[src/rtl/cache_ctrl.sv]
// Write-back cache controller: services one CPU load/store at a time through a
// handshaked cache access port and a handshaked backing-memory port.
module cache_ctrl (
  input  logic        clk,
  input  logic        rst,
  input  logic        req,
  input  logic        wr,
  input  logic [0:10] addr,
  input  logic [0:15] wdata,
  output logic [0:15] rdata,
  output logic        done,
  output logic        busy,
  output logic        c_enable,
  output logic        c_comp,
  output logic        c_write,
  output logic        c_valid_in,
  output logic        c_rst,
  output logic [0:3]  c_index,
  output logic [0:1]  c_word,
  output logic [0:4]  c_tag_in,
  output logic [0:15] c_data_in,
  input  logic        c_hit,
  input  logic        c_dirty,
  input  logic        c_valid,
  input  logic        c_ack,
  input  logic [0:4]  c_tag_out,
  input  logic [0:15] c_data_out,
  output logic        m_en,
  output logic        m_wr,
  output logic [0:10] m_addr,
  output logic [0:15] m_wdata,
  input  logic [0:15] m_rdata,
  input  logic        m_ack
);

  typedef enum logic [2:0] {
    INIT, IDLE, CMP, WB_RD, WB_WR, FILL_RD, FILL_WR, GAP
  } state_t;

  state_t      state_reg, state_next;
  state_t      ret_reg, ret_next;
  logic [0:1]  k_reg, k_next;
  logic        wr_reg, wr_next;
  logic [0:10] addr_reg, addr_next;
  logic [0:15] wdata_reg, wdata_next;
  logic [0:4]  victim_reg, victim_next;
  logic [0:15] buf_reg, buf_next;
  logic [0:15] rdata_reg, rdata_next;
  logic        done_reg, done_next;

  logic [0:4]  tag;
  logic [0:3]  index;
  logic [0:1]  word;

  assign tag   = addr_reg[0:4];
  assign index = addr_reg[5:8];
  assign word  = addr_reg[9:10];

  assign rdata = rdata_reg;
  assign done  = done_reg;
  assign busy  = (state_reg != IDLE);

  always_ff @(posedge clk or posedge rst) begin
    if (rst) begin
      state_reg  <= INIT;
      ret_reg    <= IDLE;
      k_reg      <= '0;
      wr_reg     <= 1'b0;
      addr_reg   <= '0;
      wdata_reg  <= '0;
      victim_reg <= '0;
      buf_reg    <= '0;
      rdata_reg  <= '0;
      done_reg   <= 1'b0;
    end else begin
      state_reg  <= state_next;
      ret_reg    <= ret_next;
      k_reg      <= k_next;
      wr_reg     <= wr_next;
      addr_reg   <= addr_next;
      wdata_reg  <= wdata_next;
      victim_reg <= victim_next;
      buf_reg    <= buf_next;
      rdata_reg  <= rdata_next;
      done_reg   <= done_next;
    end
  end

  // Every completed access detours through GAP, so an enable is always low for
  // at least one cycle after its ack and the two ports can never overlap.
  always_comb begin
    state_next  = state_reg;
    ret_next    = ret_reg;
    k_next      = k_reg;
    wr_next     = wr_reg;
    addr_next   = addr_reg;
    wdata_next  = wdata_reg;
    victim_next = victim_reg;
    buf_next    = buf_reg;
    rdata_next  = rdata_reg;
    done_next   = 1'b0;

    c_enable    = 1'b0;
    c_comp      = 1'b0;
    c_write     = 1'b0;
    c_valid_in  = 1'b0;
    c_rst       = 1'b0;
    c_index     = '0;
    c_word      = '0;
    c_tag_in    = '0;
    c_data_in   = '0;
    m_en        = 1'b0;
    m_wr        = 1'b0;
    m_addr      = '0;
    m_wdata     = '0;

    case (state_reg)
      INIT: begin
        c_enable = 1'b1;
        c_rst    = 1'b1;
        if (c_ack) begin
          state_next = GAP;
          ret_next   = IDLE;
        end
      end

      IDLE: begin
        if (req) begin
          wr_next    = wr;
          addr_next  = addr;
          wdata_next = wdata;
          state_next = CMP;
        end
      end

      CMP: begin
        c_enable   = 1'b1;
        c_comp     = 1'b1;
        c_write    = wr_reg;
        c_valid_in = 1'b1;
        c_index    = index;
        c_word     = word;
        c_tag_in   = tag;
        c_data_in  = wdata_reg;
        if (c_ack) begin
          state_next = GAP;
          k_next     = '0;
          if (c_hit && c_valid) begin
            if (!wr_reg) begin
              rdata_next = c_data_out;
            end
            done_next = 1'b1;
            ret_next  = IDLE;
          end else if (c_valid && c_dirty) begin
            victim_next = c_tag_out;
            ret_next    = WB_RD;
          end else begin
            ret_next = FILL_RD;
          end
        end
      end

      WB_RD: begin
        c_enable = 1'b1;
        c_index  = index;
        c_word   = k_reg;
        c_tag_in = tag;
        if (c_ack) begin
          buf_next   = c_data_out;
          state_next = GAP;
          ret_next   = WB_WR;
        end
      end

      WB_WR: begin
        m_en    = 1'b1;
        m_wr    = 1'b1;
        m_addr  = {victim_reg, index, k_reg};
        m_wdata = buf_reg;
        if (m_ack) begin
          state_next = GAP;
          if (k_reg == 2'd3) begin
            k_next   = '0;
            ret_next = FILL_RD;
          end else begin
            k_next   = k_reg + 2'd1;
            ret_next = WB_RD;
          end
        end
      end

      FILL_RD: begin
        m_en   = 1'b1;
        m_addr = {tag, index, k_reg};
        if (m_ack) begin
          buf_next   = m_rdata;
          state_next = GAP;
          ret_next   = FILL_WR;
        end
      end

      FILL_WR: begin
        c_enable   = 1'b1;
        c_write    = 1'b1;
        c_valid_in = 1'b1;
        c_index    = index;
        c_word     = k_reg;
        c_tag_in   = tag;
        c_data_in  = buf_reg;
        if (c_ack) begin
          state_next = GAP;
          if (k_reg == 2'd3) begin
            k_next   = '0;
            ret_next = CMP;
          end else begin
            k_next   = k_reg + 2'd1;
            ret_next = FILL_RD;
          end
        end
      end

      GAP: begin
        state_next = ret_reg;
      end

      default: begin
        state_next = INIT;
      end
    endcase
  end

endmodule
[config.mk]
export PLATFORM = sky130hd
export DESIGN_NAME = cache_ctrl
export DESIGN_NICKNAME = d
export VERILOG_FILES = /design/src/rtl/cache_ctrl.sv
export SDC_FILE = /design/constraint.sdc
export NUM_CORES = 1
export LEC_CHECK = 0
export CAP_MARGIN = 25
export CORE_MARGIN = 8
export CORE_UTILIZATION = 48
export CTS_BUF_LIST = sky130_fd_sc_hd__clkbuf_4
export CTS_CLUSTER_DIAMETER = 50
export DETAILED_ROUTE_END_ITERATION = 10
export PLACE_DENSITY_LB_ADDON = 0.25
export SYNTH_ARGS = -nofsm -noshare
export SYNTH_HDL_FRONTEND = slang
export SYNTH_SLANG_ARGS = --single-unit
[constraint.sdc]
create_clock -name clk -period 4.6 [get_ports clk]
set_input_delay 0.69 -clock clk [delete_from_list [all_inputs] [get_ports clk]]
set_output_delay 0.69 -clock clk [all_outputs]
set_load 0.1 [all_outputs]
==> results of run 1 <==
[cell usage in the layout (no fill, tap or decap), types with 9 or more instances in the layout]
| master | instances |
|---|---|
| and3_1 | 27 |
| clkbuf_4 | 9 |
| buf_4 | 49 |
| a21oi_1 | 11 |
| and2_1 | 10 |
| clkdlybuf4s50_1 | 105 |
| mux2_2 | 40 |
| o21ai_0 | 18 |
| nand2_1 | 20 |
| mux2i_1 | 18 |
| nor2_1 | 9 |
| mux2_4 | 10 |
| dfrtp_1 | 73 |
| a22o_1 | 21 |
[cells by family (layout without fill, tap and decap cells)]
kind of cell               Yosys count  in the layout
AOI/OAI and AO/OA                   62             62
xor gates and xnor gates             3              3
adders and majority gates            1              1
buffers and inverters               31            176
DFF                                 74             74
muxes                               68             68
other                                0              1
and+or+nand+nor                     86             86
[layer usage]
metal	wire length [um]	track usage, %
met5	0	0
met4	94	6.51
met3	852	6.69
met2	4990	30.6
met1	4700	24.5
[synthesized netlist by cell type, types with 8 or more instances]
library cell  count  share of area [%]
clkbuf_1         10                1.0
mux2_2           40                 12
nor2_1           10                1.0
dfrtp_1          73                 49
a22o_1           21                4.9
buf_2             8                1.1
nand2_1          20                2.0
mux2i_1          18                4.8
o21ai_0          19                2.5
and2_1           10                1.7
and3_1           27                4.5
mux2_4           10                4.0
a21oi_1          11                1.5
[critical path: stages, from the launching register on]
cell	delay, ns
dfrtp_1	0.79
inv_1	0.42
nand3_1	0.18
o21ai_0	0.09
and2_1	0.19
clkdlybuf4s50_1	0.97
[worst paths after layout]
check	to	from	slack, ns	cells after the start
setup / recovery	c_word[1]	state_reg[0]	0.85	5
hold / removal	ret_reg[0]	ret_reg[0]	0.50	2
setup reg to reg	buf_reg[6]	state_reg[1]	2.11	3
hold reg to reg	ret_reg[0]	ret_reg[0]	0.50	2
max in group asynchronous	buf_reg[6]	rst	3.18	4
min in group asynchronous	rdata[7]	rst	0.52	2
[cell type report]
type	count	area share, %
diodes	1	0.0471
inverters	5	0.353
multi-input cells	220	32.5
repair buffers	155	27.1
clock buffers	9	1.27
clock inverters	7	1.46
flip-flops and latches	74	34.9
well taps	102	2.40
[metrics by stage]
stage                     hold slack, ns  area [um^2]  setup slack [ns]
after floorplan                    0.457         3750              1.04
after global placement             0.482         5150              1.39
after detailed placement           0.487         5150              1.33
after CTS                          0.506         5290             0.849
after global routing               0.530         5320             0.638
final                              0.503         5320             0.846
==> impl_metrics.tcl, run 1 <==
set metrics [dict create \
    postRouteWirelength_um 10600 \
    multi_input_area_um2 1730 \
    die_h_um 104 \
    groute.usage.overall_pct 19.5 \
    final_net_count 539 \
    slew_violations 0 \
    vias 3017 \
    grt_pass1_wl_um 17300 \
    clock_skew_ns 0.0231 \
    yosys.area_share.simple_pct 13.0 \
    io-pin-count 152 \
    htreeDepth 3 \
    die_area_um2 10900 \
    fin_crit_sh_pct 81.6 \
    synth_cell_types 40 \
    synth_ff_type "dfrtp_1" \
    row_count 32 \
    rsz0062_at_grt "no" \
    viasPerCell 5.27 \
    syn-num-nets 399 \
    hpwl_um 8130 \
    drc_errors 0 \
    area_delta_synth_final_pct 41.8 \
    maxSlewHeadroom_pct 32.1 \
    yosysSeqAreaShare_pct 49.4 \
    antenna_found_initial 1 \
    syn_inst 325 \
    hold_buffers 0 \
    period_needed_ns 3.75 \
    avgSynthCellArea_um2 11.5 \
    overflow 0 \
    cts_root_buf "clkbuf_4" \
    finalCoreUtilization_pct 69.5 \
    dp_cells 555 \
    floorplan.initialDensity_pct 49.0 \
    synth-compound-area-share_pct 11.1 \
    nFillCells 612 \
    synthMuxAreaShare_pct 20.8 \
    first_pass_iters 4 \
    fin_cells 573 \
    clock.fmax_ghz 0.266 \
    critPathKind "register to primary output" \
    finalHoldViolations 0 \
    cts_setup_buffers 0 \
    hold_class "register to register" \
    cp.arrival_ns 3.06 \
    grt_max_degree 47 \
    setup_viol 0 \
    cts.clk_slew.worst_paths_ns 0.13 \
    clock_path_buffers 2 \
    critPathMaxFanout 22 \
    cts_tree "built" \
    synthArstFlopShare_pct 100 \
    tightest_slew_ns 1.02 \
    finalSetupTns_ns 0 \
    synth_top_family_by_area "multiplexers" \
    critPathCaptureType "primary output" \
    port_buffers 151 \
    syn_area_um2 3750 \
    numCtsBuffers 9 \
    seq_area_um2 1850 \
    yosys_warnings 0 \
    synth-seq-cells 74 \
    cp_data_required_time_ns 3.91 \
    die-width_um 104 \
    wl_per_cell_um 18.6 \
    place_congestion 0.797 \
    synth-edff-count 0 \
    drive_gt1_share_pct 26.2 \
    coreArea_um2 7650 \
    cts_sinks 74 \
    outcome "finished, final reports clean" \
    maxCapViolations 0 \
    critPathLaunchType "register" \
    drt-initial-drc-count 131 \
    post_cts_resized 0 \
    synthXorXnorAreaFrac_pct 0.701 \
    grt_pass1_vias 3227 \
    insertion_delay_ns 0.42 \
    synthAdderAreaFrac_pct 0.334 \
    antenna_left 0 \
]
Power of run 1 is not shown: default switching activity piles up to over one toggle a cycle in this logic, so the estimate is an artifact.
==> run 2: changes to the inputs <==
- CORE_UTILIZATION: 48 -> 40
- clock period: 4.6 -> 3.15 ns (I/O delays scaled with it)
==> impl_metrics.tcl, run 2 (synthesis gave the netlist of run 1 again) <==
set metrics [dict create \
    cp.arrival_ns 2.33 \
    die-width_um 113 \
    cts_sinks 74 \
    drc_errors 0 \
    hold_buffers 0 \
    period_needed_ns 2.80 \
    row_count 35 \
    fin_ws_ns 0.347 \
    antenna_found_initial 1 \
    hold_class "input pin to async pin" \
    critPathTopFamily "simple AND/OR/NAND/NOR gates" \
    drive_gt1_share_pct 34.4 \
    place_congestion 0.798 \
    viasPerCell 5.19 \
    crit_slowest_cell "and2_1" \
    fin_crit_sh_pct 89.0 \
    coreArea_um2 9150 \
    tightest_slew_ns 0.661 \
    crit_buf_inv 2 \
    design_area_um2 5890 \
    hpwl_um 8600 \
    grt_max_degree 40 \
    mostFrequentLayoutCells "dfrtp_1, clkdlybuf4s50_1, buf_12" \
    clock_path_buffers 2 \
    vias 3058 \
    port_buffers 151 \
    slew_violations 0 \
    overflow 0 \
    finalSetupTns_ns 0 \
    die_h_um 113 \
    critPathLaunchType "register" \
    die_area_um2 12700 \
    whs_ns 0.446 \
    groute.usage.overall_pct 17.7 \
    postRouteWirelength_um 11200 \
    outcome "finished, final reports clean" \
    cts_setup_buffers 0 \
    htreeDepth 3 \
    setup_viol 0 \
    clock.fmax_ghz 0.357 \
    first_pass_iters 4 \
    grt_pass1_vias 3325 \
    cpPeakStageDelay_ns 0.55 \
    post_cts_resized 0 \
    maxCapViolations 0 \
    io-pin-count 152 \
    maxSlewHeadroom_pct 55.9 \
    antenna_left 0 \
    dpl_cell_area_um2 5730 \
    critPathMaxFanout 16 \
    grt_pass1_wl_um 17800 \
    wl_per_cell_um 18.9 \
    cts.clk_slew.worst_paths_ns 0.13 \
    clock_skew_ns 0.0175 \
    critPathCaptureType "primary output" \
    cts_tree "built" \
    rsz0062_at_grt "no" \
    insertion_delay_ns 0.40 \
    final_common_cell "dfrtp_1" \
    finalHoldViolations 0 \
    crit_path_cell_trace "nand2b_1 -> inv_1 -> and2_1 -> a22o_1 -> buf_12" \
    final_net_count 546 \
    critPathKind "register to primary output" \
    drt-initial-drc-count 128 \
    dpl_worst_slack_ns 0.575 \
    area_delta_synth_final_pct 57.2 \
    numCtsBuffers 9 \
    floorplan.initialDensity_pct 41.0 \
    cts_root_buf "clkbuf_4" \
    cp_data_required_time_ns 2.68 \
]
[run 2: per-layer routing]
metal / wire length, um / vias up / GRT usage (%)
li1: - / 1456 / -
met1: 4940 / 1480 / 22.6
met2: 5250 / 110 / 27.5
met3: 798 / 12 / 5.43
met4: 162 / 0 / 6.38
met5: 0 / - / 0
[run 2: cell type report]
cell class              count  area, um^2
fillers                   734        3260
repair buffers            162        1980
flip-flops and latches     74        1850
multi-input cells         220        1730
well taps                 111         139
clock inverters             7        93.8
clock buffers               9        67.6
inverters                   5        20.0
diodes                      1        2.50
[run 2: path summary, 6_finish.rpt]
kind	startpoint	to	slack, ns	depth (start not counted)
min in group clk	ret_reg[2]	ret_reg[2]	0.51	1
max	state_reg[0]	c_data_in[0]	0.35	5
min reg2reg	ret_reg[2]	ret_reg[2]	0.51	1
min	rst	addr_reg[3]	0.45	2
max in group asynchronous	rst	buf_reg[3]	2.06	3
max reg2reg	state_reg[1]	rdata[1]	0.88	5
[run 2: metrics by stage]
step | cells | utilization, %
2_1_floorplan | 325 | -
3_5_place_dp | 572 | 62.6
4_1_cts | 588 | 64.4
6_report | 589 | 64.4
5_1_grt | 589 | 64.4
3_3_place_gp | 572 | 62.6
[run 2: worst register-to-register path, cell delays in order (launching register included)]
cell and delay, ns:
dfrtp_1 0.52, buf_4 0.31, and3_1 0.20, and3_4 0.18
nor2b_4 0.54, mux2_2 0.41
Power of run 2 is left out for the same reason.
